===== src/rtl/inst_queue_mw.sv =====
// Multi-wide in-order instruction queue between fetch and decode.
// Accepts up to WR_WIDTH entries and presents up to RD_WIDTH oldest entries per cycle.
module inst_queue_mw #(
    parameter int ENTRY_WIDTH = 102,
    parameter int DEPTH       = 16,
    parameter int WR_WIDTH    = 2,
    parameter int RD_WIDTH    = 2
) (
    input  logic                            clk,
    input  logic                            rst_n,
    input  logic                            flush,
    input  logic [WR_WIDTH-1:0]             enq_valid,
    input  logic [WR_WIDTH*ENTRY_WIDTH-1:0] enq_data,
    output logic                            enq_ready,
    output logic [RD_WIDTH-1:0]             deq_valid,
    output logic [RD_WIDTH*ENTRY_WIDTH-1:0] deq_data,
    input  logic [RD_WIDTH-1:0]             deq_ready,
    output logic [$clog2(DEPTH):0]          count,
    output logic                            full,
    output logic                            empty
);

    localparam int IDX_W = $clog2(DEPTH);
    localparam int PTR_W = IDX_W + 1;

    logic [ENTRY_WIDTH-1:0] mem [DEPTH];

    logic [PTR_W-1:0] wr_ptr;
    logic [PTR_W-1:0] rd_ptr;
    logic [PTR_W-1:0] n_enq;
    logic [PTR_W-1:0] n_deq;
    logic             enq_run;
    logic             deq_run;
    logic             do_enq;
    logic [IDX_W-1:0] rd_idx;

    // Only the leading run of valid slots is enqueued; later slots are ignored.
    always_comb begin
        n_enq   = '0;
        enq_run = 1'b1;
        for (int unsigned i = 0; i < WR_WIDTH; i++) begin
            enq_run = enq_run & enq_valid[i];
            if (enq_run) n_enq = n_enq + PTR_W'(1);
        end
    end

    // All-or-nothing space check on registered occupancy only.
    assign enq_ready = !flush && ((PTR_W'(DEPTH) - count) >= PTR_W'(WR_WIDTH));
    assign do_enq    = enq_ready && (n_enq != '0);

    always_comb begin
        deq_valid = '0;
        deq_data  = '0;
        rd_idx    = '0;
        for (int unsigned i = 0; i < RD_WIDTH; i++) begin
            deq_valid[i] = !flush && (count > PTR_W'(i));
            rd_idx       = rd_ptr[IDX_W-1:0] + IDX_W'(i);
            if (deq_valid[i]) deq_data[i*ENTRY_WIDTH +: ENTRY_WIDTH] = mem[rd_idx];
        end
    end

    always_comb begin
        n_deq   = '0;
        deq_run = 1'b1;
        for (int unsigned i = 0; i < RD_WIDTH; i++) begin
            deq_run = deq_run & deq_ready[i] & deq_valid[i];
            if (deq_run) n_deq = n_deq + PTR_W'(1);
        end
    end

    always_ff @(posedge clk or negedge rst_n) begin
        if (!rst_n) begin
            wr_ptr <= '0;
            rd_ptr <= '0;
            count  <= '0;
        end else if (flush) begin
            wr_ptr <= '0;
            rd_ptr <= '0;
            count  <= '0;
        end else begin
            if (do_enq) wr_ptr <= wr_ptr + n_enq;
            rd_ptr <= rd_ptr + n_deq;
            count  <= count + (do_enq ? n_enq : '0) - n_deq;
        end
    end

    always_ff @(posedge clk) begin
        for (int unsigned i = 0; i < WR_WIDTH; i++) begin
            if (do_enq && (PTR_W'(i) < n_enq))
                mem[wr_ptr[IDX_W-1:0] + IDX_W'(i)] <= enq_data[i*ENTRY_WIDTH +: ENTRY_WIDTH];
        end
    end

    assign full  = (count == PTR_W'(DEPTH));
    assign empty = (count == '0);

endmodule


===== config.mk =====
export PLATFORM = sky130hd
export DESIGN_NAME = inst_queue_mw
export DESIGN_NICKNAME = d
export VERILOG_FILES = /design/src/rtl/inst_queue_mw.sv
export SDC_FILE = /design/constraint.sdc
export NUM_CORES = 2
export LEC_CHECK = 0
export BUFFER_PORTS_ARGS = -buffer_cell sky130_fd_sc_hd__buf_2
export CORE_ASPECT_RATIO = 0.5
export CORE_MARGIN = 3
export CORE_UTILIZATION = 50
export DETAILED_ROUTE_END_ITERATION = 8
export GPL_ROUTABILITY_DRIVEN = 0
export PLACE_DENSITY = 0.68
export SYNTH_ARGS = -nofsm -noshare
export SYNTH_HDL_FRONTEND = slang
export SYNTH_SLANG_ARGS = --single-unit

===== constraint.sdc =====
create_clock -name clk -period 13.2 [get_ports clk]
set_input_delay 2.64 -clock clk [delete_from_list [all_inputs] [get_ports clk]]
set_output_delay 2.64 -clock clk [all_outputs]
set_load 0.02 [all_outputs]

==> metrics.csv <==
metric;value;unit
drive_gt1_frac;0.457;
layout.nets;6534;
wl_per_cell;36.9;um
numClockSinks;1645;
max_stage_delay;0.79;ns
start_kind;flip-flop;
worstMarginPinSlew;1.47;ns
yosysTopAreaCell;edfxtp_1;
rsz0062_at_grt;false;
clkTransAtPathRegs;0.06;ns
postCtsResizedCells;0;
hold_viol;0;
drt_wl_total;334;mm
period_minus_slack;8.64;ns
die_x;631;um
io_buffers;424;
clkLatencyLatePin;0.83;ns
grtUsageMet1;0.430;
cts_setup_buffers;0;
grt_antenna_before_repair;53;
hpwl;174;mm
via_per_inst;7.03;
cts_tree;built;
synthCells;6317;
setup-tns-final;0;ns
max-vdd-ir-drop;167;uV
grt_use_met3;0.0576;
synth_edf_count;1632;
fp.dieH;319;um
drt_pass1_iterations;6;
yosysMostFrequentCell;edfxtp_1;
setup_viol;0;
synth_nets;6551;
seq_area;49300;um2
worstSetupPathType;reg -> out;
syn_area_per_cell;15.5;um2
grt_max_degree;149;
ys_types;49;
slew_viol_final;0;
max-slew-margin-rel;0.0146;
rows;114;
fillers;15500;
synth_area_leaders;edfxtp_1, mux2_2, mux4_2;
syn2layout_area_growth;9.01;%
h-tree-depth;4;
hold_buffers;0;
leakagePower;34.4;nW
critPathTopFamily;buffers and inverters;
cellPowerDensity;146;nW/um2
initial_core_util;0.504;
grt_overflow_total;0;
status;finished, final reports clean;
ys_dominant_reg_cell;edfxtp_1;
grtUsageTotal;0.327;
slowest_stage;buf_4;
fmax;0.116;GHz
critPathMaxFanout;49;
fin_cells;9050;
critPathArrivalTime;6.00;ns
cpMostUsedCell;buf_4;
cts-root-buf;clkbuf_16;
multi_input_area;45400;um2
maxCapViolCount;0;
critPathBufInv;5;
grt_pass1_wl;477;mm
fin_skew;0.0358;ns
ys_seq_elements;1645;
yosys_warnings;0;
ant_nets;0;
dp.cells;8737;
io_pins;425;
numCtsBuffers;171;
required;10.56;ns
period_share;0.654;
cts_max_path_buffers;4;
post-synth-top-area-fraction;0.502;
use_met2;0.523;
drt_iter0_markers;8692;
final_core_util;0.550;
vias;63600;
seq_area_frac_synth;0.505;
end_kind;output port;
critical_path.cell_chain;buf_4 > buf_4 > buf_4 > buf_4 > mux4_2 > nor2b_1 > a211oi_1 > a211oi_1 > buf_2;
core-area;194000;um2
top_usage_layer;met2;
synthTopCellsByCount;edfxtp_1, mux2_2, mux2i_1, mux4_2, clkbuf_1;
grt_pass1_vias;65800;
async_flop_share;0.00790;
netlist_area;97700;um2
hold_class;reg -> reg;
dieArea;201000;um2
drc;0;
## through the flow
stage	hold WS [ns]	total power, mW	cell area (um2)	setup slack [ns]
3_3_place_gp	0.788	10.9	101000	5.25
3_5_place_dp	0.805	11.0	101000	5.15
6_report	0.815	15.6	107000	4.56
5_1_grt	0.853	16.0	107000	4.26
4_1_cts	0.821	15.6	106000	4.55
2_1_floorplan	0.608	9.57	97700	-0.635
## metal layers
layer  vias up  wire [um]
met5         -         76
met4        12      17200
met3       862      32500
met2      3991     158000
met1     33200     126000
li1      25600          -
## kinds of logic after synthesis
logic type	Yosys count	share of synthesized area
multiplexers	2859	0.388
flip-flops	1645	0.505
buffers and inverters	756	0.0336
AO/OA/AOI/OAI	633	0.0485
AND/OR/NAND/NOR	393	0.0208
adder cells (fa/ha/maj)	23	0.00325
XOR/XNOR	8	0.000717
## final cells by class
type	instances	area share
Antenna cell	32	0.000752
Clock buffer	214	0.0425
Clock inverter	67	0.00426
Inverter	14	0.000493
Multi-Input combinational cell	3916	0.426
Sequential cell	1645	0.463
Tap cell	2610	0.0307
Timing Repair Buffer	552	0.0319
## tightest hold or removal path: stages (launching register included)
cell	delay, ns
dfrtp_1	0.52
xnor2_1	0.22
nor2_1	0.04
## state kept, by name, summed over array words and instances (netlist names)
| signal | flops |
|---|---|
| wr_ptr | 4 |
| mem | 1632 |
| rd_ptr | 4 |
| count | 5 |
## worst paths after layout
check	startpoint	slack, ns	cells past startpoint	to
min in group asynchronous	rst_n	1.69	1	count[0]
worst min-delay path	rd_ptr[3]	0.81	2	rd_ptr[3]
worst max register to register	count[0]	7.82	10	mem[5][43]
max in group asynchronous	rst_n	11.23	1	rd_ptr[2]
worst max-delay path	rd_ptr[0]	4.56	9	deq_data[173]
worst min register to register	rd_ptr[3]	0.81	2	rd_ptr[3]
## cells in the final DEF (no fill, tap or decap), types with 110 or more instances in the layout
cell type / netlist / routed
mux2_2: 1375 / 1375
edfxtp_1: 1632 / 1632
clkbuf_16: 0 / 175
a22oi_1: 306 / 306
mux2i_1: 715 / 715
nor2b_1: 113 / 110
a211oi_1: 204 / 204
mux2_4: 240 / 240
mux4_2: 510 / 510
buf_2: 149 / 424
## report_power, final
group | internal, mW | leakage, nW | switching [mW]
combinational | 2.08 | 17.1 | 2.82
sequential | 5.94 | 14.9 | 0.0968
clock | 2.53 | 2.43 | 2.10
total | 10.5 | 34.4 | 5.01
Power figures use the tool's default switching activity.
